**src/rtl/arc4_pkg.sv**
```systemverilog
// Shared types and constants for the ARC4 cracking datapath: plaintext checker
// FSM states, the length-prefix address and the default printable range.
package arc4_pkg;

    typedef enum logic [2:0] {
        IDLE  = 3'd0,
        LEN   = 3'd1,
        CHECK = 3'd2,
        PASS  = 3'd3,
        FAIL  = 3'd4
    } pt_check_state_t;

    localparam logic [7:0] PT_LEN_ADDR = 8'd0;
    localparam logic [7:0] DEF_CH_LO   = 8'h20;
    localparam logic [7:0] DEF_CH_HI   = 8'h7E;

    // Saturating 16-bit increment for the attempt/pass statistics.
    function automatic logic [15:0] sat_inc16(input logic [15:0] v);
        return (v == 16'hFFFF) ? v : v + 16'd1;
    endfunction

endpackage

```
**src/rtl/pt_range_cmp.sv**
```systemverilog
// Combinational inclusive range compare on one plaintext byte; shared with the
// controller's key filter.
module pt_range_cmp #(
    parameter logic [7:0] LO = 8'h20,
    parameter logic [7:0] HI = 8'h7E
) (
    input  logic [7:0] data,
    output logic       in_range
);

    assign in_range = (data >= LO) && (data <= HI);

endmodule

```
**src/rtl/pt_check.sv**
```systemverilog
// Snoops the ARC4 plaintext write port, validates the length-prefixed text and
// halts the decrypt core on the first bad write. Optional macro: PT_CHECK_STATS_EN.
module pt_check
    import arc4_pkg::*;
#(
    parameter logic [7:0] CH_LO = DEF_CH_LO,
    parameter logic [7:0] CH_HI = DEF_CH_HI
) (
    input  logic        clk,
    input  logic        rst,
    input  logic        start,
    input  logic [7:0]  pt_addr,
    input  logic [7:0]  pt_wrdata,
    input  logic        pt_wren,
    output logic        halt,
    output logic        busy,
    output logic        pass,
    output logic        fail,
    output logic        proto_err,
    output logic [7:0]  bad_addr,
`ifdef PT_CHECK_STATS_EN
    output logic [15:0] attempts,
    output logic [15:0] passes,
`endif
    output logic [7:0]  bad_byte
);

    pt_check_state_t state_r, state_s;
    logic [7:0] len_r, len_s, exp_r, exp_s;
    logic [7:0] bad_addr_r, bad_addr_s, bad_byte_r, bad_byte_s;
    logic       pass_r, pass_s, fail_r, fail_s, proto_r, proto_s;
    logic       halt_r, halt_s, busy_r, busy_s;
    logic       in_range_s;

    pt_range_cmp #(.LO(CH_LO), .HI(CH_HI)) u_range (
        .data     (pt_wrdata),
        .in_range (in_range_s)
    );

    // Next-state, verdict and capture logic; start overrides any same-cycle write.
    always_comb begin
        state_s    = state_r;
        len_s      = len_r;
        exp_s      = exp_r;
        pass_s     = pass_r;
        fail_s     = fail_r;
        proto_s    = proto_r;
        bad_addr_s = bad_addr_r;
        bad_byte_s = bad_byte_r;
        halt_s     = 1'b0;
        if (start) begin
            state_s    = LEN;
            pass_s     = 1'b0;
            fail_s     = 1'b0;
            proto_s    = 1'b0;
            bad_addr_s = 8'd0;
            bad_byte_s = 8'd0;
        end else if (pt_wren) begin
            case (state_r)
                LEN: begin
                    if (pt_addr == PT_LEN_ADDR) begin
                        len_s = pt_wrdata;
                        exp_s = 8'd1;
                        if (pt_wrdata == 8'd0) begin
                            state_s = PASS;
                            pass_s  = 1'b1;
                        end else begin
                            state_s = CHECK;
                        end
                    end else begin
                        state_s    = FAIL;
                        fail_s     = 1'b1;
                        proto_s    = 1'b1;
                        halt_s     = 1'b1;
                        bad_addr_s = pt_addr;
                        bad_byte_s = pt_wrdata;
                    end
                end
                CHECK: begin
                    if ((pt_addr != exp_r) || !in_range_s) begin
                        state_s    = FAIL;
                        fail_s     = 1'b1;
                        proto_s    = (pt_addr != exp_r);
                        halt_s     = 1'b1;
                        bad_addr_s = pt_addr;
                        bad_byte_s = pt_wrdata;
                    end else if (exp_r == len_r) begin
                        state_s = PASS;
                        pass_s  = 1'b1;
                    end else begin
                        exp_s = exp_r + 8'd1;
                    end
                end
                IDLE, PASS, FAIL: state_s = state_r;
                default:          state_s = IDLE;
            endcase
        end else begin
            state_s = state_r;
        end
        busy_s = (state_s == LEN) || (state_s == CHECK);
    end

    // State and output registers.
    always_ff @(posedge clk) begin
        if (rst) begin
            state_r    <= IDLE;
            len_r      <= 8'd0;
            exp_r      <= 8'd0;
            pass_r     <= 1'b0;
            fail_r     <= 1'b0;
            proto_r    <= 1'b0;
            bad_addr_r <= 8'd0;
            bad_byte_r <= 8'd0;
            halt_r     <= 1'b0;
            busy_r     <= 1'b0;
        end else begin
            state_r    <= state_s;
            len_r      <= len_s;
            exp_r      <= exp_s;
            pass_r     <= pass_s;
            fail_r     <= fail_s;
            proto_r    <= proto_s;
            bad_addr_r <= bad_addr_s;
            bad_byte_r <= bad_byte_s;
            halt_r     <= halt_s;
            busy_r     <= busy_s;
        end
    end

    assign halt      = halt_r;
    assign busy      = busy_r;
    assign pass      = pass_r;
    assign fail      = fail_r;
    assign proto_err = proto_r;
    assign bad_addr  = bad_addr_r;
    assign bad_byte  = bad_byte_r;

`ifdef PT_CHECK_STATS_EN
    logic [15:0] attempts_r, passes_r;

    // Statistics counters; cleared only by rst, saturating.
    always_ff @(posedge clk) begin
        if (rst) begin
            attempts_r <= 16'd0;
            passes_r   <= 16'd0;
        end else begin
            if (start) begin
                attempts_r <= sat_inc16(attempts_r);
            end
            if ((state_s == PASS) && (state_r != PASS)) begin
                passes_r <= sat_inc16(passes_r);
            end
        end
    end

    assign attempts = attempts_r;
    assign passes   = passes_r;
`endif

endmodule

```
**config.mk**
```make
export PLATFORM = sky130hd
export DESIGN_NAME = pt_check
export DESIGN_NICKNAME = d
export VERILOG_FILES = /design/src/rtl/arc4_pkg.sv /design/src/rtl/pt_range_cmp.sv /design/src/rtl/pt_check.sv
export SDC_FILE = /design/constraint.sdc
export NUM_CORES = 1
export LEC_CHECK = 0
export ABC_AREA = 1
export CAP_MARGIN = 20
export CORE_AREA = 5 5 71 73
export CTS_CLUSTER_SIZE = 12
export DETAILED_ROUTE_END_ITERATION = 16
export DIE_AREA = 0 0 76 78
export PLACE_DENSITY = 0.77
export SLEW_MARGIN = 30
export SYNTH_ARGS = -nofsm -noshare
export SYNTH_HDL_FRONTEND = slang
export SYNTH_SLANG_ARGS = --single-unit
```
**constraint.sdc**
```tcl
create_clock -name clk -period 1.85 [get_ports clk]
set_input_delay 0.185 -clock clk [delete_from_list [all_inputs] [get_ports clk]]
set_output_delay 0.185 -clock clk [all_outputs]
set_load 0.03 [all_outputs]
```
### Yosys cells after proc, flatten, opt, wreduce, memory -nomap -nowiden

Cells that the tools add are included.
Widths: inputs -> output; s select.

| word-level totals | value |
|---|---|
| output and inout bits | 21 |
| input port bits | 20 |
| word-level logic and storage cells | 75 |
| flip-flop bits (word level) | 40 |

| cells by class | value |
|---|---|
| bitwise operators | 2 |
| magnitude comparators | 2 |
| reduce and logical (&&, ||, !) cells | 15 |
| equality and inequality tests | 15 |
| mux-type cells | 30 |
| add/sub/neg operators | 1 |

Operator list:

| kind | count |
|---|---|
| $mux 8 | 7 |
| $pmux 8 s2 | 3 |
| $logic_not 8->1 | 2 |
| $mux 3 | 5 |
| $ne 2x2->1 const B | 7 |
| $reduce_and 6->1 | 2 |
| $mux 1 | 10 |
| $eq 3x2->1 const B | 3 |
| $pmux 3 s3 | 1 |
| $add 8x1->8 const B | 1 |
| $eq 8x8->1 | 1 |
| $ge 8x6->1 const B | 1 |
| $le 8x7->1 const B | 1 |
| $ne 8x8->1 | 1 |
| $pmux 1 s2 | 4 |
| $reduce_and 4->1 | 2 |
| $eq 3x1->1 const B | 2 |
| $reduce_or 3->1 | 2 |
| $eq 3x3->1 const B | 1 |
| $logic_not 3->1 | 1 |
| $logic_or 1x1->1 | 2 |
| $not 1->1 | 2 |
| $reduce_bool 2->1 | 1 |
| $reduce_or 2->1 | 1 |
| 2 further kinds | 2 |

### Longest topological paths before layout

Gate-level depths: netlist (run 1).

| logic depth | value |
|---|---|
| depth in word-level cells | 10 |
| depth in mapped cells | 14 |
| depth with buffers taken out | 13 |

### Modules after synthesis

From an unflattened synthesis (run 1), not the netlist that was laid out.

| second synthesis, totals | value |
|---|---|
| cell total of the unflattened synthesis | 330 |
| area total of the unflattened synthesis | 2223.4 sq um |

By module, submodules not included:

| module | instances | seq. area each (sq um) | area an instance (sq um) | cells each |
|---|---|---|---|---|
| pt_check | 1 | 800.8 | 2182.1 | 322 |
| pt_range_cmp | 1 | 0.0 | 41.3 | 8 |

### Worst setup path after synthesis (run 1)

No wires, ideal clock.

| path | value |
|---|---|
| path kind | register to register |
| start point | register exp_r[2] |
| end point | register fail_r, in the netlist fail |
| path slack | 0.292 ns |
| data arrival time | 1.443 ns |
| stages on the path, launching flop included | 13 |
| library setup time | 0.115 ns |
| required time | 1.735 ns |
| clock period less this slack | 1.558 ns |
| buffers on the path | 2 |
| path through | dfxtp_1 buf_2 inv_1 nand2_1 nand2_1 nor2_2 nand2_2 nor2_4 nand3_2 nand3_4 inv_6 buf_6 o21a_1 |

| between the ends | value |
|---|---|
| word-level cells in the longest chain between the ends | 4 |

Ends and longest elaborated chain:

| element | line | text |
|---|---|---|
| from (decl) | pt_check.sv:29 | `logic [7:0] len_r, len_s, exp_r, exp_s;` |
| from (signal assigned) | pt_check.sv:119 | `exp_r <= exp_s;` |
| $ne 8x8->1 | pt_check.sv:80 | `if ((pt_addr != exp_r) \|\| !in_range_s) begin` |
| $logic_or 1x1->1 | pt_check.sv:80 |  |
| $ne 2x2->1 (no line) | n/a |  |
| $reduce_and 4->1 (no line) | n/a |  |
| to (signal assigned) | pt_check.sv:121 | `fail_r <= fail_s;` |
| to (decl) | pt_check.sv:31 | `logic pass_r, pass_s, fail_r, fail_s, proto_r, proto_s;` |

No other way between the ends.
A chain may end at the register's enable or synchronous reset.

### Worst setup path in the final report (run 1)

| path | value |
|---|---|
| start point | input pt_addr[7] |
| end point | register exp_r[2] |

| between the ends | value |
|---|---|
| word-level cells in the longest chain between the ends | 4 |
| elaborated cells between the ends (all ways) | 6 |
| those cells by class | 3 x eq/ne; 3 x reduce/logical |

Ends and longest elaborated chain:

| element | line | text |
|---|---|---|
| from (decl) | pt_check.sv:12 | `input logic [7:0] pt_addr,` |
| $ne 8x8->1 | pt_check.sv:80 |  |
| $logic_or 1x1->1 | pt_check.sv:80 |  |
| $ne 2x2->1 (no line) | n/a |  |
| $reduce_and 6->1 (no line) * | n/a |  |

Every way passes the cells marked *; elsewhere a longest branch is shown, timed or not.

==> results.toml, run 1 <==
[logic_synthesis]
synth_cell_types = 31
seq_area_frac_synth_pct = 37.5
synth_seq_cells = 40
yosysTopAreaCellShare_pct = 37.5
synth-main-ff-cell = "dfxtp_1"
yosys-top-cells-area = "dfxtp_1 38%, nand2_1 17%, a21oi_1 8.7%, inv_1 6.7%, nor2_1 4.6%"
synth_edf_count = 0
syn_avg_cell_area_um2 = 6.69
yosysTopAreaCell = "dfxtp_1"
syn_inst = 319
syn_area_mm2 = 0.00213
yosysWarnings = 0
syn_nets = 340
synth_async_sr_flop_share_pct = 0

[cells_and_area]
fin_area_mm2 = 0.00292
n_fill_cell = 400
final_core_util_pct = 67.9
num_antenna_cells = 0
area_growth_pct = 36.6
drive_above_1_share_pct = 17.0
final_nets = 413

[worst_setup_path]
crit_path_frequent_cell = "nand2_1"
r2r_slack_ns = 0.14
crit_path_max_fanout = 7
cp_cell_sequence = "clkdlybuf4s50_1 > inv_1 > nand2_1 > nand2_1 > nor2_2 > nand2_2 > nor2_4 > nand2_2 > o21ai_4 > nand3_2 > nand2_1 > a21oi_1"
worstSetupPathType = "in -> reg"
critPathCaptureType = "flip-flop"
reg2reg_from = "exp_r[3]"
reg2reg_depth = 11
arrival_ns = 1.89
critPathMaxStageDelay_ns = 0.52
cp.required_ns = 2.03
path_buf_inv = 2
cp-start-kind = "primary input"
worstReg2RegEnd = "exp_r[2]"
crit_path_top_delay_cell = "clkdlybuf4s50_1"
critPathTopFamily = "simple AND/OR/NAND/NOR gates"

[placement]
dp_slack_ns = -0.128
hpwl_um = 4530
port_buffers = 40
place_area_mm2 = 0.00280
gp_congestion = 0.875

[clock_network]
clkTransAtPathRegs_ns = 0.07
clockBufferDepth = 2
cts_buffers = 5
cts-root-buf = "clkbuf_8"
htree_levels = 2
worstSkewPairLatency_ns = 0.29
cts_tree = "yes"
postCtsSetupBuffers = 0
cts_sinks = 40

[global_routing]
grt_pass1_wl_um = 9780
grt_max_degree = 29
grt_pass1_vias = 2128
antenna_found_initial = 0
track_usage_pct = 20.0
overflow = 0

[floorplanning]
initial_utilization_pct = 49.7
core_mm2 = 0.00429
pin_count = 41
die_h_um = 78
die_x_um = 76
num_rows = 24
dieArea_mm2 = 0.00593

[power]
power_density_mw_per_mm2 = 635
leakagePower_nw = 1.21
irDropWorstVdd_mv = 0.410

[routing]
drc = 0
drtPass1Iterations = 4
ant_nets = 0
routed_wl_um = 5720
vias = 2275
drt_iter0_drc = 108
wl_per_cell_um = 12.8
viasPerCell = 5.11

[sta]
holdWs_ns = 0.465
tightest_slew_ns = 0.324
post-route-period-util_pct = 92.6
clock_skew_ns = 0.00703
setup_viol = 0
slew_headroom_pct = 78.3
finalWorstSetupSlack_ns = 0.137
slew_viol_final = 0
setup_tns_ns = 0
max_freq_ghz = 0.584
rsz0062_at_grt = "false"
final-hold-violation-count = 0
fin_crit_ns = 1.71

[min_path]
hp-start = "len_r[4]"
min_path_cells = 2
hp-class = "reg -> reg"
holdPathEnd = "len_r[4]"

[outcome]
status = "finished clean"

[run]
drv_cap = 0
==> how the worst max path moves through the flow <==
stage | start | to | slack (ns) | cells past startpoint
2_1_floorplan | exp_r[2] | fail | 0.29 | 12
3_3_place_gp | pt_addr[6] | exp_r[6] | -0.09 | 11
3_5_place_dp | pt_addr[7] | exp_r[2] | -0.13 | 12
4_1_cts | exp_r[7] | exp_r[2] | 0.11 | 11
5_1_grt | exp_r[3] | exp_r[4] | 0.0002 | 11
6_report | pt_addr[7] | exp_r[2] | 0.14 | 12
==> sequential cells by signal, summed over array words and instances, names as in the netlist <==
register	flops
bad_addr	8
bad_byte	8
busy	1
exp_r	8
fail	1
halt	1
len_r	8
pass	1
proto_err	1
state_r	3
==> logic make-up after synthesis <==
group	share of synthesized area [%]
compound gates	17.6
buf+inv	9.44
fa+ha+maj	0.586
flops	37.5
simple gates	33.6
xor+xnor	1.23
==> per-stage QoR <==
stage	cells	power [mW]
3_3_place_gp	437	1.17
6_report	445	1.85
2_1_floorplan	319	1.03
5_1_grt	445	1.95
3_5_place_dp	437	1.17
4_1_cts	445	1.86
==> metal layers <==
layer  global-route usage, %  share of wire, %  vias to the layer above
li1                        -                 -                     1175
met3                    4.05               5.4                       13
met2                    34.3                50                       62
met5                       0                 0                        -
met1                    24.5                43                     1025
met4                    7.47               2.3                        0
==> cell type report <==
cell class                      count  area [um^2]  share of cell area [%]
Inverter                           42          163                    5.58
Clock buffer                        6         72.6                    2.49
Sequential cell                    40          807                    27.7
Timing Repair Buffer               72          641                    22.0
Multi-Input combinational cell    231         1130                    38.8
Clock inverter                      2         35.0                    1.20
Tap cell                           52         65.1                    2.23
==> synth_stat cells (2+ instances only) <==
cell type,n
nand3_2,4
inv_2,2
a21oi_1,37
inv_1,38
nand2_1,94
a21oi_2,3
o21ai_1,2
nor2_1,26
xor2_1,3
buf_6,2
nand3_1,5
nor2_2,4
nand2_2,3
o21ai_0,19
o21ai_2,2
nand4_1,11
nor3b_1,2
nor3_1,8
clkbuf_1,3
dfxtp_1,40
==> power by group <==
part	internal (mW)	switching, mW
sequential	0.875	0.00894
combinational	0.121	0.144
clock	0.400	0.302
total	1.40	0.455
==> tightest hold or removal path: stages (launching register included) <==
cell     delay [ns]
dfxtp_1        0.31
inv_1          0.06
a21oi_1        0.05
==> layout by cell type, fill, tap and decap left out, drive strengths merged <==
| cell | n |
|---|---|
| nand2 | 97 |
| inv | 41 |
| clkdlybuf4s50 | 40 |
| a21oi | 40 |
| dfxtp | 40 |
| buf | 32 |
| nor2 | 31 |
| o21ai | 24 |
| nand4 | 11 |
| nand3 | 10 |
| nor3 | 8 |
| clkbuf | 6 |
| xor2 | 3 |
| nor3b | 2 |
| clkinv | 2 |
| and3 | 1 |
| o21bai | 1 |
| o21ba | 1 |
| o21a | 1 |
| ha | 1 |
| bufinv | 1 |
==> timing repair <==
action	in CTS	in global routing
setup endpoints to repair	0	10
hold buffers	0	0
endpoints found under the hold margin	0	0
resized for setup	0	5
Power figures use the tool's default switching activity.
==> run 2: changes to the inputs <==
- REMOVE_ABC_BUFFERS: default -> 1
- SETUP_SLACK_MARGIN: default -> 0.3
==> run 2 against run 1 <==
Effect of this change:
- maximum frequency down 0.96%
- worst setup slack lost 0.017 ns
- cell area rose by 13%
- non-clock buffer count grew 10
- hold slack worse by 0.24 ns
- total power grew 4.9%
- flip-flop and latch count did not move
- highest routed layer unchanged
==> results.toml, run 2 (synthesized netlist as in run 1, its figures left out) <==
[global_routing]
grt_max_degree = 17
grt_pass1_vias = 2179
overflow = 0
met2_usage_pct = 36.0
antenna_found_initial = 0
use_met1_pct = 22.9
use_met3_pct = 4.28
grt_busiest_layer = "met2"
track_usage_pct = 20.3
grt_pass1_wl_um = 9810

[floorplanning]
die_x_um = 76
initial_utilization_pct = 49.7
dieArea_mm2 = 0.00593
die_h_um = 78
core_mm2 = 0.00429
num_rows = 24
pin_count = 41

[cells_and_area]
regArea_um2 = 822
area_growth_pct = 53.8
n_fill_cell = 301
layout_common_cells = "84 x nand2_1, 35 x buf_4, 33 x dfxtp_1"
multi_input_area_mm2 = 0.00131
layout_commonest_cell = "nand2_1"
num_antenna_cells = 0
final_nets = 425
drive_above_1_share_pct = 30.1

[routing]
drt_iter0_drc = 167
ant_nets = 0
routed_wl_um = 6620
wl_per_cell_um = 14.5
drc = 0
viasPerCell = 5.29
vias = 2416
drtPass1Iterations = 4

[sta]
post-route-period-util_pct = 93.5
tightest_slew_ns = 0.385
slew_viol_final = 0
setup_viol = 0
rsz0062_at_grt = "true"
slew_headroom_pct = 74.1
clock_skew_ns = 0.00676
fin_crit_ns = 1.73
finalWorstSetupSlack_ns = 0.121
max_freq_ghz = 0.578
final-hold-violation-count = 0

[clock_network]
cts_sinks = 40
cts-root-buf = "clkbuf_8"
worstSkewPairLatency_ns = 0.30
clkTransAtPathRegs_ns = 0.08
htree_levels = 2
cts_hold_buf = 0
cts_buffers = 5
clockBufferDepth = 2
cts_tree = "yes"

[worst_setup_path]
cp-startpoint = "exp_r[7]"
reg2reg_from = "exp_r[7]"
crit_path_top_delay_cell = "dfxtp_4"
arrival_ns = 1.96
critPathCaptureType = "flip-flop"
cp-start-kind = "flip-flop"
cp_cell_sequence = "inv_1 > nand2_1 > nand2_1 > nor2_2 > nand2_2 > nor2_4 > nand3_4 > nand3_4 > buf_4 > buf_8 > nand2_2 > a21oi_2"
crit_path_max_fanout = 8
worstSetupPathType = "reg -> reg"
critPathMaxStageDelay_ns = 0.39
cp.required_ns = 2.08

[power]
sw_frac_of_total_pct = 27.1
leakagePower_nw = 1.47
power_frac_comb_pct = 16.6
p_seq_share_pct = 45.2
p_switching_uw = 526
irDropWorstVdd_mv = 0.391
design_power_total_mw = 1.94
power_density_mw_per_mm2 = 592
power.clock.fraction_pct = 38.3
intPower_mw = 1.42

[placement]
gp_congestion = 0.906
hpwl_um = 4260
port_buffers = 40
dp_slack_ns = -0.124

[min_path]
hp-start = "pt_addr[3]"
hp-class = "in -> reg"

[run]
drv_cap = 0

[outcome]
status = "finished clean"
run 2: cell count changes in the layout (fill, tap and decap cells not counted), moves of 10 or more:
cell,change
clkdlybuf4s50_1,-12
o21ai_0,-12
a21oi_1,-10
nand2_1,-10
run 2: area by class of cell:
| class | instances | area share (%) |
|---|---|---|
| clock inverters | 3 | 1.41 |
| repair inverters | 2 | 0.762 |
| well taps | 52 | 1.98 |
| clock buffers | 5 | 2.10 |
| inverters | 42 | 5.18 |
| repair buffers | 82 | 23.6 |
| flip-flops and latches | 40 | 25.0 |
| multi-input cells | 231 | 39.9 |
run 2: per-layer routing:
metal	vias to the layer above	share of wire, %
met4	0	3.5
met5	-	0
met2	75	50
met3	23	5.4
li1	1207	-
met1	1111	41
run 2: through the flow:
stage / hold slack [ns] / setup TNS [ns] / utilization, % / instance area (um^2) / cells
after floorplan: 0.254 / 0 / - / 2100 / 313
after global placement: 0.439 / -1.78 / 65.1 / 2790 / 436
after detailed placement: 0.443 / -2.23 / 65.1 / 2790 / 436
after CTS: 0.378 / 0 / 71.0 / 3050 / 450
after global routing: 0.223 / 0 / 76.5 / 3280 / 457
final: 0.220 / 0 / 76.5 / 3280 / 457
run 2: power groups by stage:
stage	Sequential, mW	Combinational (mW)	Clock (mW)
final	0.878	0.322	0.744
after global placement	0.902	0.259	0
after floorplan	0.926	0.0988	0
after detailed placement	0.903	0.261	0
after CTS	0.881	0.282	0.762
after global routing	0.879	0.344	0.798
run 2: critical path, delay by kind of cell (launching register included):
| kind | cells | cell delay, ns |
|---|---|---|
| flip-flops | 1 | 0.39 |
| buffers and inverters | 3 | 0.32 |
| AO/OA/AOI/OAI | 1 | 0.12 |
| AND/OR/NAND/NOR | 8 | 0.81 |
run 2: path summary, 6_finish.rpt:
kind	slack, ns	endpoint	cells past startpoint
max	0.12	bad_byte[6]	12
min	0.22	bad_addr[3]	3
max reg2reg	0.12	bad_byte[6]	12
min reg2reg	0.47	pass	2
run 2: timing repair:
action | in CTS | in global routing
pin swaps | 19 | 17
setup buffers | 4 | 6
gates cloned | 2 | 1
endpoints found under the hold margin | 0 | 0
gates resized for setup | 47 | 49
setup endpoints to repair | 32 | 47
==> run 3: changes to the inputs <==
- CORE_AREA: 5 5 71 73 -> 3 3 69 71
- DIE_AREA: 0 0 76 78 -> 0 0 72 74
- clock period: 1.85 -> 1.9 ns (I/O delays scaled with it)
==> run 3 against run 2 <==
Effect of this change:
- count of clock-buffer cells in the layout is the same
- sequential share of layout area grew 1.4 points
- wire length is 8.6% lower
- clock power fell by 3.2%
- core utilization fell by 3.6 points
- worst setup slack gained 0.027 ns
- clock skew rose by 0.0023 ns
- total power shrank 4.7%
- non-clock buffer count is 3 lower
- hold slack lost 0.011 ns
- global-route usage increased by 3.4 points
- critical endpoint is now exp_r[5]
- largest cell class unchanged
==> results.toml, run 3 (synthesized netlist as in run 1, its figures left out) <==
[outcome]
status = "finished clean"

[sta]
tightest_slew_ns = 0.353
setup_viol = 0
fin_crit_ns = 1.75
rsz0062_at_grt = "true"
post-route-period-util_pct = 92.2
max_freq_ghz = 0.571
clock_skew_ns = 0.00909
setup_tns_ns = 0
slew_viol_final = 0
final-hold-violation-count = 0
slew_headroom_pct = 76.3

[worst_setup_path]
critPathTopFamily = "simple AND/OR/NAND/NOR gates"
crit_path_max_fanout = 7
path_buf_inv = 1
r2r_slack_ns = 0.15
arrival_ns = 1.94
cp_cell_sequence = "inv_2 > nand2_1 > nand2_1 > nor2_2 > nand2_2 > nor2_4 > nand2_4 > o21ai_4 > nand3_4 > nand2_2 > a21oi_2"
crit_path_top_delay_cell = "dfxtp_4"
cp.required_ns = 2.09
cp-start-kind = "flip-flop"
critPathCaptureType = "flip-flop"
critPathMaxStageDelay_ns = 0.38
worstSetupPathType = "reg -> reg"

[clock_network]
clockBufferDepth = 2
cts_sinks = 40
clkTransAtPathRegs_ns = 0.08
htree_levels = 2
cts_hold_buf = 0
worstSkewPairLatency_ns = 0.30
cts_tree = "yes"
cts_buffers = 5
cts-root-buf = "clkbuf_8"

[cells_and_area]
fin_area_mm2 = 0.00313
area_growth_pct = 46.6
layout_common_cells = "81 x nand2_1, 35 x clkdlybuf4s50_1, 35 x buf_4"
final_nets = 420
multi_input_area_mm2 = 0.00123
n_fill_cell = 337
layout_commonest_cell = "nand2_1"
final_cells = 452
regArea_um2 = 826
num_antenna_cells = 0
drive_above_1_share_pct = 26.8

[power]
power_density_mw_per_mm2 = 592
design_power_total_mw = 1.85
irDropWorstVdd_mv = 0.525
leakagePower_nw = 1.32

[global_routing]
overflow = 0
grt_pass1_wl_um = 9890
track_usage_pct = 23.6
grt_max_degree = 29
antenna_found_initial = 0
grt_pass1_vias = 2225

[placement]
dp_cells = 435
gp_congestion = 0.920
place_area_mm2 = 0.00279
port_buffers = 40
hpwl_um = 4320

[routing]
drt_iter0_drc = 159
drc = 0
wl_per_cell_um = 13.4
viasPerCell = 5.17
vias = 2339
routed_wl_um = 6050
drtPass1Iterations = 4
ant_nets = 0

[floorplanning]
core_mm2 = 0.00429
dieArea_mm2 = 0.00533
num_rows = 24
die_h_um = 74
pin_count = 41
die_x_um = 72
initial_utilization_pct = 49.7

[run]
drv_cap = 0

[min_path]
hp-class = "in -> reg"
==> run 3: through the flow <==
stage | util, % | worst slack, ns | hold WS [ns]
floorplan | - | 0.385 | 0.259
global placement | 64.9 | -0.0726 | 0.439
detailed placement | 64.9 | -0.0946 | 0.443
CTS | 69.6 | 0.212 | 0.393
global route | 72.9 | 0.0469 | 0.233
finish | 72.9 | 0.147 | 0.209
==> run 3: power by group <==
group / leakage (nW) / internal, mW / switching [mW]
Sequential: 0.330 / 0.844 / 0.00869
Clock: 0.0548 / 0.396 / 0.324
Combinational: 0.936 / 0.124 / 0.155
Total: 1.32 / 1.36 / 0.488
==> run 3: repair_timing <==
item,CTS,global route
setup buffers,6,3
resized for setup,27,44
pin swaps,11,17
setup endpoints to repair,29,36
==> run 3: path summary, 6_finish.rpt <==
path / start / to / cells past startpoint
worst max-delay path: exp_r[3] / exp_r[5] / 11
worst min-delay path: pt_addr[3] / bad_addr[3] / 3
worst max register to register: exp_r[3] / exp_r[5] / 11
worst min register to register: pass / pass / 2
==> run 3: area by class of cell <==
cell class / instances / area share, %
Tap cell: 52 / 2.08
Clock inverter: 3 / 1.48
Multi-Input combinational cell: 231 / 39.5
Sequential cell: 40 / 26.4
Clock buffer: 5 / 2.20
Inverter: 42 / 5.60
Timing Repair Buffer: 79 / 22.8
==> run 3: worst min-delay path, cell delays in order <==
cell	delay, ns
dlymetal6s2s_1	0.15
inv_2	0.07
a21oi_1	0.05
==> run 3: layer usage <==
layer | vias to the layer above | GRT usage [%] | wire length, um
li1 | 1198 | - | -
met1 | 1067 | 26.6 | 2590
met2 | 58 | 43.7 | 3060
met3 | 16 | 4.86 | 220
met4 | 0 | 9.39 | 184
met5 | - | 0 | 0
